$ cat src/rtl/mac_tx_fcs_append.sv
// Appends the 4-byte FCS from the mac_hard_crc stage to a 64-bit TX frame stream.
// Non-last words pass through a one-word holding register; the last word is merged with the FCS.
module mac_tx_fcs_append (
  input  logic        clk,
  input  logic        rst,
  input  logic [63:0] s_data,
  input  logic [7:0]  s_be,
  input  logic        s_valid,
  input  logic        s_last,
  output logic        s_ready,
  output logic [63:0] m_data,
  output logic [7:0]  m_be,
  output logic        m_valid,
  output logic        m_last,
  input  logic        m_ready,
  output logic [63:0] crc_din,
  output logic [7:0]  crc_din_valid,
  output logic        crc_rst,
  input  logic [31:0] crc_in
);

  typedef enum logic [2:0] {
    StIdle,
    StData,
    StCrc,
    StTail1,
    StTail2
  } state_e;

  state_e      state_q, state_d;
  logic        hold_valid_q, hold_valid_d;
  logic [63:0] hold_data_q, hold_data_d;
  logic [63:0] last_data_q, last_data_d;
  logic [7:0]  last_be_q, last_be_d;
  logic [31:0] fcs_q, fcs_d;
  logic        crc_rst_q, crc_rst_d;
  logic        init_q;

  logic        accept;
  logic        drain;
  logic [3:0]  last_n;
  logic [63:0] last_mask;
  logic [63:0] tail1_data, tail2_data;
  logic [7:0]  tail1_be, tail2_be;

  function automatic logic [7:0] therm(input logic [3:0] k);
    logic [8:0] t;
    t = (9'd1 << k) - 9'd1;
    return t[7:0];
  endfunction

  // Byte count of the last word; s_be is a thermometer so a popcount suffices.
  always_comb begin
    last_n = '0;
    for (int i = 0; i < 8; i++) begin
      last_n = last_n + {3'b000, last_be_q[i]};
    end
  end

  always_comb begin
    last_mask = '0;
    for (int i = 0; i < 8; i++) begin
      last_mask[8*i +: 8] = {8{last_be_q[i]}};
    end
  end

  // FCS bytes start right after the last data byte; anything shifted past lane 7 goes to TAIL2.
  assign tail1_data = (last_data_q & last_mask) | ({32'h0, fcs_q} << {last_n, 3'b000});
  assign tail2_data = {32'h0, fcs_q >> {(4'd8 - last_n), 3'b000}};
  assign tail1_be   = (last_n <= 4'd4) ? therm(last_n + 4'd4) : 8'hFF;
  assign tail2_be   = therm(last_n - 4'd4);

  assign accept  = s_valid & s_ready;
  assign drain   = hold_valid_q & m_ready;
  assign crc_rst = crc_rst_q;

  assign crc_din       = accept ? s_data : '0;
  assign crc_din_valid = accept ? s_be : '0;

  always_comb begin
    s_ready = 1'b0;
    m_valid = 1'b0;
    m_data  = hold_data_q;
    m_be    = hold_valid_q ? 8'hFF : 8'h00;
    m_last  = 1'b0;
    unique case (state_q)
      StIdle: begin
        s_ready = ~crc_rst_q;
        m_valid = hold_valid_q;
      end
      StData: begin
        s_ready = ~hold_valid_q | m_ready;
        m_valid = hold_valid_q;
      end
      StCrc: begin
        m_be = 8'h00;
      end
      StTail1: begin
        m_valid = 1'b1;
        m_data  = tail1_data;
        m_be    = tail1_be;
        m_last  = (last_n <= 4'd4);
      end
      StTail2: begin
        m_valid = 1'b1;
        m_data  = tail2_data;
        m_be    = tail2_be;
        m_last  = 1'b1;
      end
      default: begin
        s_ready = 1'b0;
      end
    endcase
  end

  always_comb begin
    state_d      = state_q;
    hold_valid_d = hold_valid_q;
    hold_data_d  = hold_data_q;
    last_data_d  = last_data_q;
    last_be_d    = last_be_q;
    fcs_d        = fcs_q;
    crc_rst_d    = init_q | (m_valid & m_ready & m_last);
    unique case (state_q)
      StIdle, StData: begin
        if (drain) begin
          hold_valid_d = 1'b0;
        end
        if (accept) begin
          if (s_last) begin
            last_data_d = s_data;
            last_be_d   = s_be;
            state_d     = StCrc;
          end else begin
            hold_data_d  = s_data;
            hold_valid_d = 1'b1;
            state_d      = StData;
          end
        end
      end
      StCrc: begin
        fcs_d   = crc_in;
        state_d = StTail1;
      end
      StTail1: begin
        if (m_ready) begin
          state_d = (last_n <= 4'd4) ? StIdle : StTail2;
        end
      end
      StTail2: begin
        if (m_ready) begin
          state_d = StIdle;
        end
      end
      default: begin
        state_d = StIdle;
      end
    endcase
  end

  always_ff @(posedge clk or negedge rst) begin
    if (!rst) begin
      state_q      <= StIdle;
      hold_valid_q <= 1'b0;
      hold_data_q  <= '0;
      last_data_q  <= '0;
      last_be_q    <= '0;
      fcs_q        <= '0;
      crc_rst_q    <= 1'b1;
      init_q       <= 1'b1;
    end else begin
      state_q      <= state_d;
      hold_valid_q <= hold_valid_d;
      hold_data_q  <= hold_data_d;
      last_data_q  <= last_data_d;
      last_be_q    <= last_be_d;
      fcs_q        <= fcs_d;
      crc_rst_q    <= crc_rst_d;
      init_q       <= 1'b0;
    end
  end

endmodule

$ cat config.mk
export PLATFORM = sky130hd
export DESIGN_NAME = mac_tx_fcs_append
export DESIGN_NICKNAME = d
export VERILOG_FILES = /design/src/rtl/mac_tx_fcs_append.sv
export SDC_FILE = /design/constraint.sdc
export NUM_CORES = 1
export LEC_CHECK = 0
export ABC_CLOCK_PERIOD_IN_PS = 18000
export BUFFER_PORTS_ARGS = -buffer_cell sky130_fd_sc_hd__buf_4
export CAP_MARGIN = 20
export CORE_UTILIZATION = 45
export CTS_CLUSTER_DIAMETER = 120
export DETAILED_ROUTE_END_ITERATION = 6
export PLACE_DENSITY = 0.69
export SKIP_CTS_REPAIR_TIMING = 1
export SYNTH_ARGS = -nofsm -noshare
export SYNTH_HDL_FRONTEND = slang
export SYNTH_SLANG_ARGS = --single-unit
$ cat constraint.sdc
create_clock -name clk -period 18 [get_ports clk]
set_input_delay 3.6 -clock clk [delete_from_list [all_inputs] [get_ports clk]]
set_output_delay 3.6 -clock clk [all_outputs]
set_load 0.02 [all_outputs]
=== After elaboration in Yosys (flattened, before gate mapping) ===
Cells that the tools add are included.
Widths: inputs -> output; s select.

* Flip-flop bits (word level): 174
* Bits in latches: 0
* Memory bits (writable): 0
* Bits in read-only memories: 0
* Input bits: 109
* Output and inout bits: 148
* Logic and storage cells: 67
* Memories kept: 0

* Add/subtract/negate cells: 12
* $mul: 0
* Div/mod/pow operators: 0
* Order comparisons: 1
* Eq/ne operators: 7
* Shifts and indexed selects: 4
* Multiplexer cells: 18
* Bitwise operators: 11
* Reduce and logical (&&, ||, !) cells: 6

{| class="wikitable"
|+ Operator list
! kind !! number
|-
| $pmux 64 s2 || 1
|-
| $and 64x64->64 || 1
|-
| $mux 64 || 1
|-
| $or 64x64->64 || 1
|-
| $shl 32x7->64 || 1
|-
| $shr 32x7->32 || 1
|-
| $mux 8 || 3
|-
| $pmux 8 s3 || 1
|-
| $add 4x1->4 || 4
|-
| $shl 1x4->8 const A || 2
|-
| $sub 8x1->8 const B || 2
|-
| $mux 3 || 4
|-
| $pmux 3 s4 || 1
|-
| $reduce_and 3->1 || 3
|-
| $eq 3x2->1 const B || 2
|-
| $pmux 1 s2 || 3
|-
| $add 3x1->4 || 1
|-
| $add 4x3->4 const B || 1
|-
| $and 1x1->1 || 4
|-
| $le 4x3->1 const B || 1
|-
| $ne 2x2->1 const B || 2
|-
| $reduce_or 2->1 || 2
|-
| $sub 4x3->4 const B || 1
|-
| $sub 4x4->4 const A || 1
|-
| other kinds (10) || 15
|}

=== Longest topological paths before layout ===
Gate-level depths: netlist of the first run.

* Depth after elaboration: 12
* Gate-level depth with buffers: 22
* Depth with buffers taken out: 18

=== Worst setup path before layout of the first run ===
Ideal clock, no wire load.

* Path type: reg2out
* Start point: reg last_be_q[0]
* End point: out m_be[6]
* Arrival: 5180 ps
* Required time: 14400 ps
* Slack: 9220 ps
* Stages on the path, launching flop included: 23
* Path buffers: 4
* Cell sequence: dfrtp_1 > fa_1 > inv_1 > fa_1 > fa_1 > inv_1 > ha_1 > inv_1 > fa_1 > buf_2 > xor2_2 > inv_2 > buf_2 > ha_1 > clkbuf_1 > clkbuf_1 > or3_1 > ha_1 > nand2b_1 > nand3_1 > o221ai_1 > nand2_1 > nand4_1

* Cells in the longest elaborated chain, start to end: 12
* Elaborated cells on any way between the ends: 16
* Classes of those cells: add/sub (11); order compare (1); shift (2); mux (2)

{| class="wikitable"
|+ RTL lines
! item !! line !! source
|-
| start: declaration || 34 || <nowiki>logic [7:0] last_be_q, last_be_d;</nowiki>
|-
| start signal: assignment || 176 || <nowiki>last_be_q <= last_be_d;</nowiki>
|-
| $add 1x1->2 * || 56 || <nowiki>last_n = last_n + {3'b000, last_be_q[i]};</nowiki>
|-
| $add 2x1->3 * || 56 ||
|-
| $add 3x1->4 * || 56 ||
|-
| $add 4x1->4 * (4 in series) || 56 ||
|-
| $add 4x3->4 || 70 || <nowiki>assign tail1_be = (last_n <= 4'd4) ? therm(last_n + 4'd4) : 8'hFF;</nowiki>
|-
| $shl 1x4->8 || 48 || <nowiki>t = (9'd1 << k) - 9'd1;</nowiki>
|-
| $sub 8x1->8 || 48 ||
|-
| $mux 8 || 70 ||
|-
| $pmux 8 s3 * || 86 || <nowiki>unique case (state_q)</nowiki>
|-
| end: declaration || 12 || <nowiki>output logic [7:0] m_be,</nowiki>
|}

Mark *: on every way between the ends. The rest lies on a longest branch, timed or not.

=== Final worst setup path of the first run ===
* Start point: reg last_be_q[3]
* End point: out m_data[15]

* Cells in the longest elaborated chain, start to end: 8
* Elaborated cells on any way between the ends: 10
* Classes of those cells: add/sub (6); shift (2); mux (1); bitwise (1)

{| class="wikitable"
|+ RTL lines
! item !! line !! source
|-
| $add 3x1->4 * || 56 ||
|-
| $add 4x1->4 * (4 in series) || 56 ||
|-
| $sub 4x4->4 or $shl 32x7->64 (tied branches) || 69, 68 ||
|-
| $shr 32x7->32 or $or 64x64->64 (tied branches) || 69, 68 ||
|-
| $pmux 64 s2 * || 86 ||
|-
| end: declaration || 11 || <nowiki>output logic [63:0] m_data,</nowiki>
|}

Marked as above.

==> results.yml, run 1 <==
worst_setup_path:
  cp.buffers_inverters: 6
  worst_r2r_endpoint: "crc_rst"
  crit_path_end_kind: "primary output"
  cp.depth: 17
  worstSetupPathType: "reg2out"
  crit_path_max_incr_delay_ps: 750
  rrSetupSlack_ps: 12590
  critPathArrivalTime_ps: 6550
  crit_fanout: 55
  crit_path_cell_trace: "fa_1 -> inv_1 -> fa_1 -> fa_1 -> inv_1 -> ha_2 -> inv_1 -> fa_2 -> buf_4 -> nand2b_1 -> inv_1 -> ha_1 -> nand2b_4 -> a2111oi_4 -> a221oi_2 -> o21ai_2 -> buf_4"
  path_delay_family: "adder cells"
  cp_common_cell: "inv_1"
  cp-endpoint: "m_data[15]"
  crit_start: "last_be_q[3]"
  worst-endpoint-required_ps: 14400
  crit_slowest_cell: "a2111oi_4"
  critPathLaunchType: "flip-flop"
  reg2reg_from: "last_be_q[3]"
  reg2reg_depth: 15
logic_synthesis:
  synthTopCellsByArea: "dfrtp_1, mux2_2, mux2_4"
  synth-seq-cells: 174
  synthesis.nets: 1166
  syn_inst: 1045
  synth.avg_cell_area_um2: 10.4
  synth_flop_cell: "dfrtp_1"
  synth-edff-count: 0
  synth_top_area_cell: "dfrtp_1"
  synth_common_cells: "dfrtp_1, mux2_2, a21oi_1"
  synth_cell_types: 73
  synth-warning-count: 0
  netlist.area_leader.share_pct: 39.5
  ys_seq_area_share_pct: 40.0
  yosysMostFrequentCell: "dfrtp_1"
  synth_area_um2: 10900
  async_reset_ff_share_pct: 100
sta:
  rsz0062_at_grt: "no"
  fin_setup_tns_ps: 0
  finalSetupViolCount: 0
  clock_skew_ps: 9.09
  slew_viol_final: 0
  max_freq_ghz: 0.0985
  tightest_slew_ps: 981
  hold_viol: 0
  fin_crit_ps: 10150
  relSlewSlack_pct: 34.6
  timing.final.crit_share_pct: 56.4
floorplanning:
  die_w_um: 158
  coreArea_um2: 23600
  die_y_um: 158
  row_count: 56
  dieArea_um2: 24800
  initial_core_util_pct: 46.1
  ioPinCount: 257
clock_network:
  cts_sinks: 174
  htree_levels: 4
  cts_tree: "yes"
  clockBufferDepth: 2
  numCtsBuffers: 17
  root_buffer: "clkbuf_16"
  clock_latency_ps: 440
  path_clk_slew_ps: 80
drt:
  drc: 0
  final_antenna_net_count: 0
  wl_per_cell_um: 22.1
  drtIter0Drc: 689
  totalWireLength_um: 34800
  num_vias: 9118
  dr.pass1.iters: 6
  viasPerCell: 5.79
global_route:
  grt_use_total_pct: 28.6
  antenna_found_initial: 0
  grt_overflow: 0
  grt_pass1_vias: 8844
  grt_max_degree: 103
  grt_pass1_wl_um: 52500
placed_design:
  gp_congestion: 0.905
  port_buffers: 256
  hpwlAfterDp_um: 24400
finish:
  num-fill-cells: 2076
  diodes: 0
  syn_to_final_growth_pct: 23.4
  num-nets-final: 1364
  drive_above_1_share_pct: 39.7
job:
  drv_cap: 0
hold_path:
  hold_class: "reg2reg"
run_status:
  status: "finished, final reports clean"
-- sequential cells by signal, indices dropped and copies added, names as in the netlist --
signal / count
crc_rst: 1
fcs_q: 32
hold_data_q: 64
hold_valid_q: 1
init_q: 1
last_be_q: 8
last_data_q: 64
state_q: 3
-- per-layer routing --
metal  vias to the layer above  track usage, %  share of wire [%]  wire [µm]
li1                       4198               -                  -          -
met1                      4492            39.5                 44      15200
met2                       374            44.8                 47      16400
met3                        54            5.37                6.3       2180
met4                         0            9.75                2.8        956
met5                         -               0                  0          0
-- how the worst min path moves through the flow --
stage / start / to / slack, ps / depth (start not counted)
finish: hold_data_q[56] / hold_data_q[56] / 510 / 1
global route: hold_data_q[56] / hold_data_q[56] / 520 / 1
CTS: hold_data_q[56] / hold_data_q[56] / 510 / 1
detailed placement: last_data_q[45] / last_data_q[45] / 490 / 1
global placement: hold_data_q[63] / hold_data_q[63] / 490 / 1
floorplan: last_data_q[7] / last_data_q[7] / 480 / 1
-- worst reg2reg max path: cells and delay by family, from the launching register on --
kind | cells | cell delay [ps]
fa+ha+maj | 6 | 2350
compound gates | 3 | 980
flops | 1 | 630
simple gates | 1 | 150
buf+inv | 4 | 580
xor+xnor | 1 | 660
-- final cells by class --
class	count	area, µm²	area share (%)
Clock buffer	17	425	3.16
Clock inverter	15	171	1.27
Inverter	19	71.3	0.530
Multi-Input combinational cell	763	6010	44.7
Sequential cell	174	4360	32.4
Tap cell	319	399	2.97
Timing Repair Buffer	268	2020	15.0
-- metrics by stage --
| step | instance area (µm²) | setup WS, ps | cells | utilization (%) | hold slack, ps |
|---|---|---|---|---|---|
| 2_1_floorplan | 10900 | 9220 | 1045 | - | 479 |
| 3_3_place_gp | 12900 | 8530 | 1543 | 54.4 | 488 |
| 3_5_place_dp | 12900 | 8400 | 1543 | 54.4 | 495 |
| 4_1_cts | 13400 | 7920 | 1575 | 57.0 | 512 |
| 5_1_grt | 13400 | 7520 | 1575 | 57.0 | 518 |
| 6_report | 13400 | 7850 | 1575 | 57.0 | 510 |
-- logic make-up after synthesis --
family	Yosys count	synth area share, %
AOI/OAI and AO/OA	273	16.5
DFF	174	40.0
xor gates and xnor gates	3	0.310
other	1	0.0344
buffers and inverters	108	5.12
adders and majority gates	12	1.65
and+or+nand+nor	257	12.4
muxes	217	23.9
-- cells in the final DEF, fill, tap and decap left out, types with 5 or more instances in the layout --
| master | Yosys | final |
|---|---|---|
| dfrtp_1 | 172 | 172 |
| mux2i_1 | 42 | 42 |
| nand2_1 | 48 | 48 |
| a32oi_1 | 9 | 9 |
| ha_1 | 8 | 7 |
| a21o_1 | 7 | 7 |
| and2_1 | 74 | 75 |
| a22oi_1 | 30 | 30 |
| a221oi_1 | 9 | 9 |
| nor2_1 | 61 | 59 |
| clkinv_4 | 0 | 5 |
| nand2b_1 | 7 | 7 |
| o211ai_1 | 7 | 7 |
| buf_4 | 3 | 267 |
| o21ai_0 | 54 | 54 |
| a211oi_1 | 14 | 14 |
| o22ai_1 | 11 | 11 |
| a21oi_1 | 76 | 76 |
| nor3_1 | 11 | 11 |
| o21a_1 | 6 | 6 |
| clkbuf_16 | 0 | 17 |
| nand3_1 | 20 | 20 |
| mux2_4 | 58 | 58 |
| o221ai_1 | 14 | 14 |
| mux2_2 | 117 | 117 |
| a31oi_1 | 9 | 9 |
| inv_1 | 18 | 18 |
Power of run 1 is not shown: default switching activity piles up to over one toggle a cycle in this logic, so the estimate is an artifact.
==> run 2, diff against run 1 <==
--- a/config.mk
+++ b/config.mk
@@ -5,13 +5,13 @@
 export SDC_FILE = /design/constraint.sdc
 export NUM_CORES = 1
 export LEC_CHECK = 0
-export ABC_CLOCK_PERIOD_IN_PS = 18000
+export ABC_CLOCK_PERIOD_IN_PS = 8900
 export BUFFER_PORTS_ARGS = -buffer_cell sky130_fd_sc_hd__buf_4
 export CAP_MARGIN = 20
 export CORE_UTILIZATION = 45
 export CTS_CLUSTER_DIAMETER = 120
 export DETAILED_ROUTE_END_ITERATION = 6
-export PLACE_DENSITY = 0.69
+export PLACE_DENSITY = 0.71
 export SKIP_CTS_REPAIR_TIMING = 1
 export SYNTH_ARGS = -nofsm -noshare
 export SYNTH_HDL_FRONTEND = slang
==> constraint.sdc (replaced) <==
create_clock -name clk -period 8.9 [get_ports clk]
set_input_delay 1.78 -clock clk [delete_from_list [all_inputs] [get_ports clk]]
set_output_delay 1.78 -clock clk [all_outputs]
set_load 0.02 [all_outputs]
==> run 2 against run 1 <==
Clock-buffer cell count unchanged. Flip-flop and latch count unchanged. Non-clock buffer count increased by 3. Final cell count increased by 0.19%. Critical path type unchanged. Via count increased by 1.2%. Sequential share of layout area about the same. Routed wire length decreased by 0.33%. Die area unchanged. Hold slack improved by 1.9 ps. Utilization increased by 0.069 points. First-iteration DRC count increased by 19%. Worst setup slack got worse by 6800 ps.
==> results.yml, run 2 (synthesized netlist as in run 1, its figures left out) <==
floorplanning:
  die_y_um: 158
  initial_core_util_pct: 46.1
  die_w_um: 158
  ioPinCount: 257
  row_count: 56
  coreArea_um2: 23600
  dieArea_um2: 24800
sta:
  relSlewSlack_pct: 27.9
  timing.final.crit_share_pct: 88.6
  tightest_slew_ps: 1080
  fin_crit_ps: 7890
  rsz0062_at_grt: "no"
  slew_viol_final: 0
  finalSetupViolCount: 0
  fin_ws_ps: 1010
  clock_skew_ps: 7.97
  fin_setup_tns_ps: 0
  hold_viol: 0
  max_freq_ghz: 0.127
finish:
  num-fill-cells: 2062
  diodes: 0
  final_common_cell: "buf_4"
  reg_top3: "hold_data_q (64), last_data_q (64), fcs_q (32)"
  layout.cells.most_common_list: "buf_4, dfrtp_1, mux2_2"
  syn_to_final_growth_pct: 23.6
  drive_above_1_share_pct: 39.9
  num-nets-final: 1367
  instances_no_fill: 1578
job:
  drv_cap: 0
placed_design:
  port_buffers: 256
  hpwlAfterDp_um: 24800
  dp_slack_ps: 1580
  gp_congestion: 0.938
  place_inst: 1546
clock_network:
  cts_tree: "yes"
  numCtsBuffers: 17
  root_buffer: "clkbuf_16"
  clockBufferDepth: 2
  htree_levels: 4
  cts_sinks: 174
  path_clk_slew_ps: 80
  clock_latency_ps: 450
worst_setup_path:
  crit_fanout: 14
  crit_path_end_kind: "primary output"
  worstSetupPathType: "reg2out"
  critPathLaunchType: "flip-flop"
  worst-endpoint-required_ps: 7120
  critPathArrivalTime_ps: 6110
global_route:
  grt_overflow: 0
  grt_pass1_vias: 8687
  grt_max_degree: 100
  grt_pass1_wl_um: 52000
  grt_use_total_pct: 28.2
  antenna_found_initial: 0
drt:
  wl_met2_um: 16700
  wl_per_cell_um: 22.0
  highest_layer: "met4"
  viasPerCell: 5.85
  final_antenna_net_count: 0
  wl_met3_um: 2100
  dr.pass1.iters: 6
  num_vias: 9231
  wl_met1_um: 14900
  drc: 0
  drtIter0Drc: 823
  totalWireLength_um: 34600
hold_path:
  hold_class: "reg2reg"
run_status:
  status: "finished, final reports clean"
[run 2: cell types whose count changed in the layout (fill, tap and decap cells not counted)]
cell        previous run  this run
inv_12                 0         1
clkinv_8               4         3
nor2_2                 2         3
buf_4                267       270
nor2_4                 1         0
clkinv_4               5         4
clkinvlp_4             0         1
[run 2: cell type report]
class	instances	area (µm²)	share of cell area (%)
Clock buffer	17	425	3.16
Multi-Input combinational cell	763	6000	44.6
Tap cell	319	399	2.96
Clock inverter	15	170	1.26
Timing Repair Buffer	271	2040	15.1
Inverter	19	71.3	0.530
Sequential cell	174	4360	32.4
[run 2: final timing paths]
kind / to / slack [ps] / start / depth (start not counted)
max: m_data[15] / 1010 / last_be_q[3] / 16
max in group asynchronous: hold_data_q[11] / 5960 / rst / 2
max reg2reg: crc_rst / 3890 / last_be_q[3] / 16
min in group asynchronous: last_be_q[4] / 1440 / rst / 1
min: hold_data_q[8] / 510 / hold_data_q[8] / 1
min reg2reg: hold_data_q[8] / 510 / hold_data_q[8] / 1
[run 2: worst max-delay path: stages, from the launching register on]
cell	delay, ps
dfrtp_1	630
fa_1	510
inv_1	120
fa_1	440
fa_1	440
inv_1	70
ha_2	190
inv_1	70
fa_2	750
nand2b_1	320
inv_1	420
ha_1	320
nand2b_4	180
a2111oi_4	740
a221oi_2	170
o21ai_2	120
buf_4	180
[run 2: layer usage]
layer	global-route usage, %	vias up
met5	0	-
met4	10.3	0
met3	4.52	57
met2	44.9	359
met1	38.7	4599
li1	-	4216
[run 2: metrics by stage]
stage / hold slack [ps] / utilization, % / area [µm²]
floorplan: 479 / - / 10900
global placement: 488 / 54.5 / 12900
detailed placement: 492 / 54.5 / 12900
CTS: 514 / 57.0 / 13500
global route: 519 / 57.0 / 13500
finish: 512 / 57.0 / 13500
Power of run 2 is left out for the same reason.
==> run 3, diff against run 2 <==
--- a/config.mk
+++ b/config.mk
@@ -5,13 +5,13 @@
 export SDC_FILE = /design/constraint.sdc
 export NUM_CORES = 1
 export LEC_CHECK = 0
-export ABC_CLOCK_PERIOD_IN_PS = 8900
+export ABC_CLOCK_PERIOD_IN_PS = 7700
 export BUFFER_PORTS_ARGS = -buffer_cell sky130_fd_sc_hd__buf_4
 export CAP_MARGIN = 20
 export CORE_UTILIZATION = 45
 export CTS_CLUSTER_DIAMETER = 120
 export DETAILED_ROUTE_END_ITERATION = 6
-export PLACE_DENSITY = 0.71
+export PLACE_DENSITY = 0.69
 export SKIP_CTS_REPAIR_TIMING = 1
 export SYNTH_ARGS = -nofsm -noshare
 export SYNTH_HDL_FRONTEND = slang
==> constraint.sdc (replaced) <==
create_clock -name clk -period 7.7 [get_ports clk]
set_input_delay 1.54 -clock clk [delete_from_list [all_inputs] [get_ports clk]]
set_output_delay 1.54 -clock clk [all_outputs]
set_load 0.02 [all_outputs]
==> run 3 against run 2 <==
Via count increased by 0.51%. Flip-flop and latch count unchanged. Largest cell class unchanged. Final area increased by 0.55%. Routed wire length increased by 0.77%. Clock-buffer cell count unchanged. Hold slack got worse by 4.3 ps. Die area unchanged. Clock skew increased by 1.4 ps. Worst setup slack got worse by 680 ps. Non-clock buffer count increased by 3. Highest routed layer unchanged. Global-route usage increased by 0.40 points. First-iteration DRC count decreased by 9.5%.
==> results.yml, run 3 (synthesized netlist as in run 1, its figures left out) <==
sta:
  fin_setup_tns_ps: 0
  timing.hold.ws_ps: 508
  finalSetupViolCount: 0
  slew_viol_final: 0
  fin_crit_ps: 7370
  clock_skew_ps: 9.33
  relSlewSlack_pct: 26.4
  timing.final.crit_share_pct: 95.7
  max_freq_ghz: 0.136
  rsz0062_at_grt: "no"
  hold_viol: 0
  tightest_slew_ps: 1100
worst_setup_path:
  crit_path_cell_trace: "fa_1 -> inv_1 -> fa_1 -> fa_1 -> inv_1 -> ha_2 -> inv_1 -> fa_2 -> xor2_2 -> inv_2 -> ha_1 -> or3_1 -> ha_1 -> nand2b_1 -> nand3_1 -> o221ai_1 -> nand2_1 -> nand4_1 -> buf_4"
  worst-endpoint-required_ps: 6160
  crit_path_max_incr_delay_ps: 590
  cp.buffers_inverters: 5
  rrSetupSlack_ps: 2960
  path_delay_family: "adder cells"
  reg2reg_from: "last_be_q[0]"
  crit_slowest_cell: "fa_1"
  critPathLaunchType: "flip-flop"
  critPathArrivalTime_ps: 5830
  reg2reg_depth: 15
  crit_path_end_kind: "primary output"
  worst_r2r_endpoint: "crc_rst"
  crit_fanout: 20
  worstSetupPathType: "reg2out"
clock_network:
  htree_levels: 4
  cts_tree: "yes"
  cts_sinks: 174
  numCtsBuffers: 17
  clockBufferDepth: 2
  path_clk_slew_ps: 70
  root_buffer: "clkbuf_16"
  clock_latency_ps: 440
placed_design:
  gp_congestion: 0.901
  port_buffers: 256
  hpwlAfterDp_um: 24900
  placed_cell_area_um2: 12900
  place_inst: 1549
global_route:
  grt_overflow: 0
  grt_pass1_wl_um: 53000
  grt_max_degree: 107
  antenna_found_initial: 0
  grt_use_total_pct: 28.6
  grt_pass1_vias: 9068
finish:
  layout.cells.most_common_list: "buf_4, dfrtp_1, mux2_2"
  num-fill-cells: 2076
  regArea_um2: 4360
  multiInputGateArea_um2: 6010
  instances_no_fill: 1581
  reg_top3: "hold_data_q (64), last_data_q (64), fcs_q (32)"
  diodes: 0
  syn_to_final_growth_pct: 24.3
  fin_area_um2: 13500
  drive_above_1_share_pct: 40.1
  num-nets-final: 1370
  final_common_cell: "buf_4"
drt:
  num_vias: 9278
  final_antenna_net_count: 0
  drc: 0
  wl_met3_um: 1900
  wl_met2_um: 17000
  viasPerCell: 5.87
  drtIter0Drc: 745
  wl_per_cell_um: 22.1
  wl_met1_um: 15200
  highest_layer: "met4"
  totalWireLength_um: 34900
  dr.pass1.iters: 5
job:
  drv_cap: 0
floorplanning:
  initial_core_util_pct: 46.1
  die_w_um: 158
  coreArea_um2: 23600
  die_y_um: 158
  ioPinCount: 257
  dieArea_um2: 24800
  row_count: 56
hold_path:
  min_to: "last_data_q[1]"
  hold_class: "reg2reg"
  holdPathStages: 1
  hold_path.startpoint: "last_data_q[1]"
run_status:
  status: "finished, final reports clean"
run 3: stage by stage:
step	setup slack (ps)	util, %
after detailed placement	808	54.6
after global placement	908	54.6
after floorplan	980	-
after CTS	343	57.3
final	334	57.3
after global routing	0.0506	57.3
run 3: how the worst max path moves through the flow:
| stage | slack, ps | cells past startpoint | startpoint | to |
|---|---|---|---|---|
| final | 330 | 19 | last_be_q[0] | m_be[6] |
| after global routing | 0.05 | 19 | last_be_q[0] | m_be[6] |
| after CTS | 340 | 19 | last_be_q[3] | m_be[6] |
| after detailed placement | 810 | 19 | last_be_q[3] | m_be[6] |
| after global placement | 910 | 19 | last_be_q[0] | m_be[6] |
| after floorplan | 980 | 22 | last_be_q[0] | m_be[6] |
run 3: per-layer routing:
metal,global-route usage [%],vias up
li1,-,4220
met1,38.6,4641
met2,47.1,363
met3,4.22,54
met4,9.34,0
met5,0,-
run 3: final cells by class:
class | count | area share [%]
inverters | 19 | 0.527
multi-input cells | 763 | 44.4
clock buffers | 17 | 3.14
flip-flops and latches | 174 | 32.2
repair buffers | 274 | 15.2
clock inverters | 15 | 1.59
well taps | 319 | 2.95
Power of run 3 is left out for the same reason.
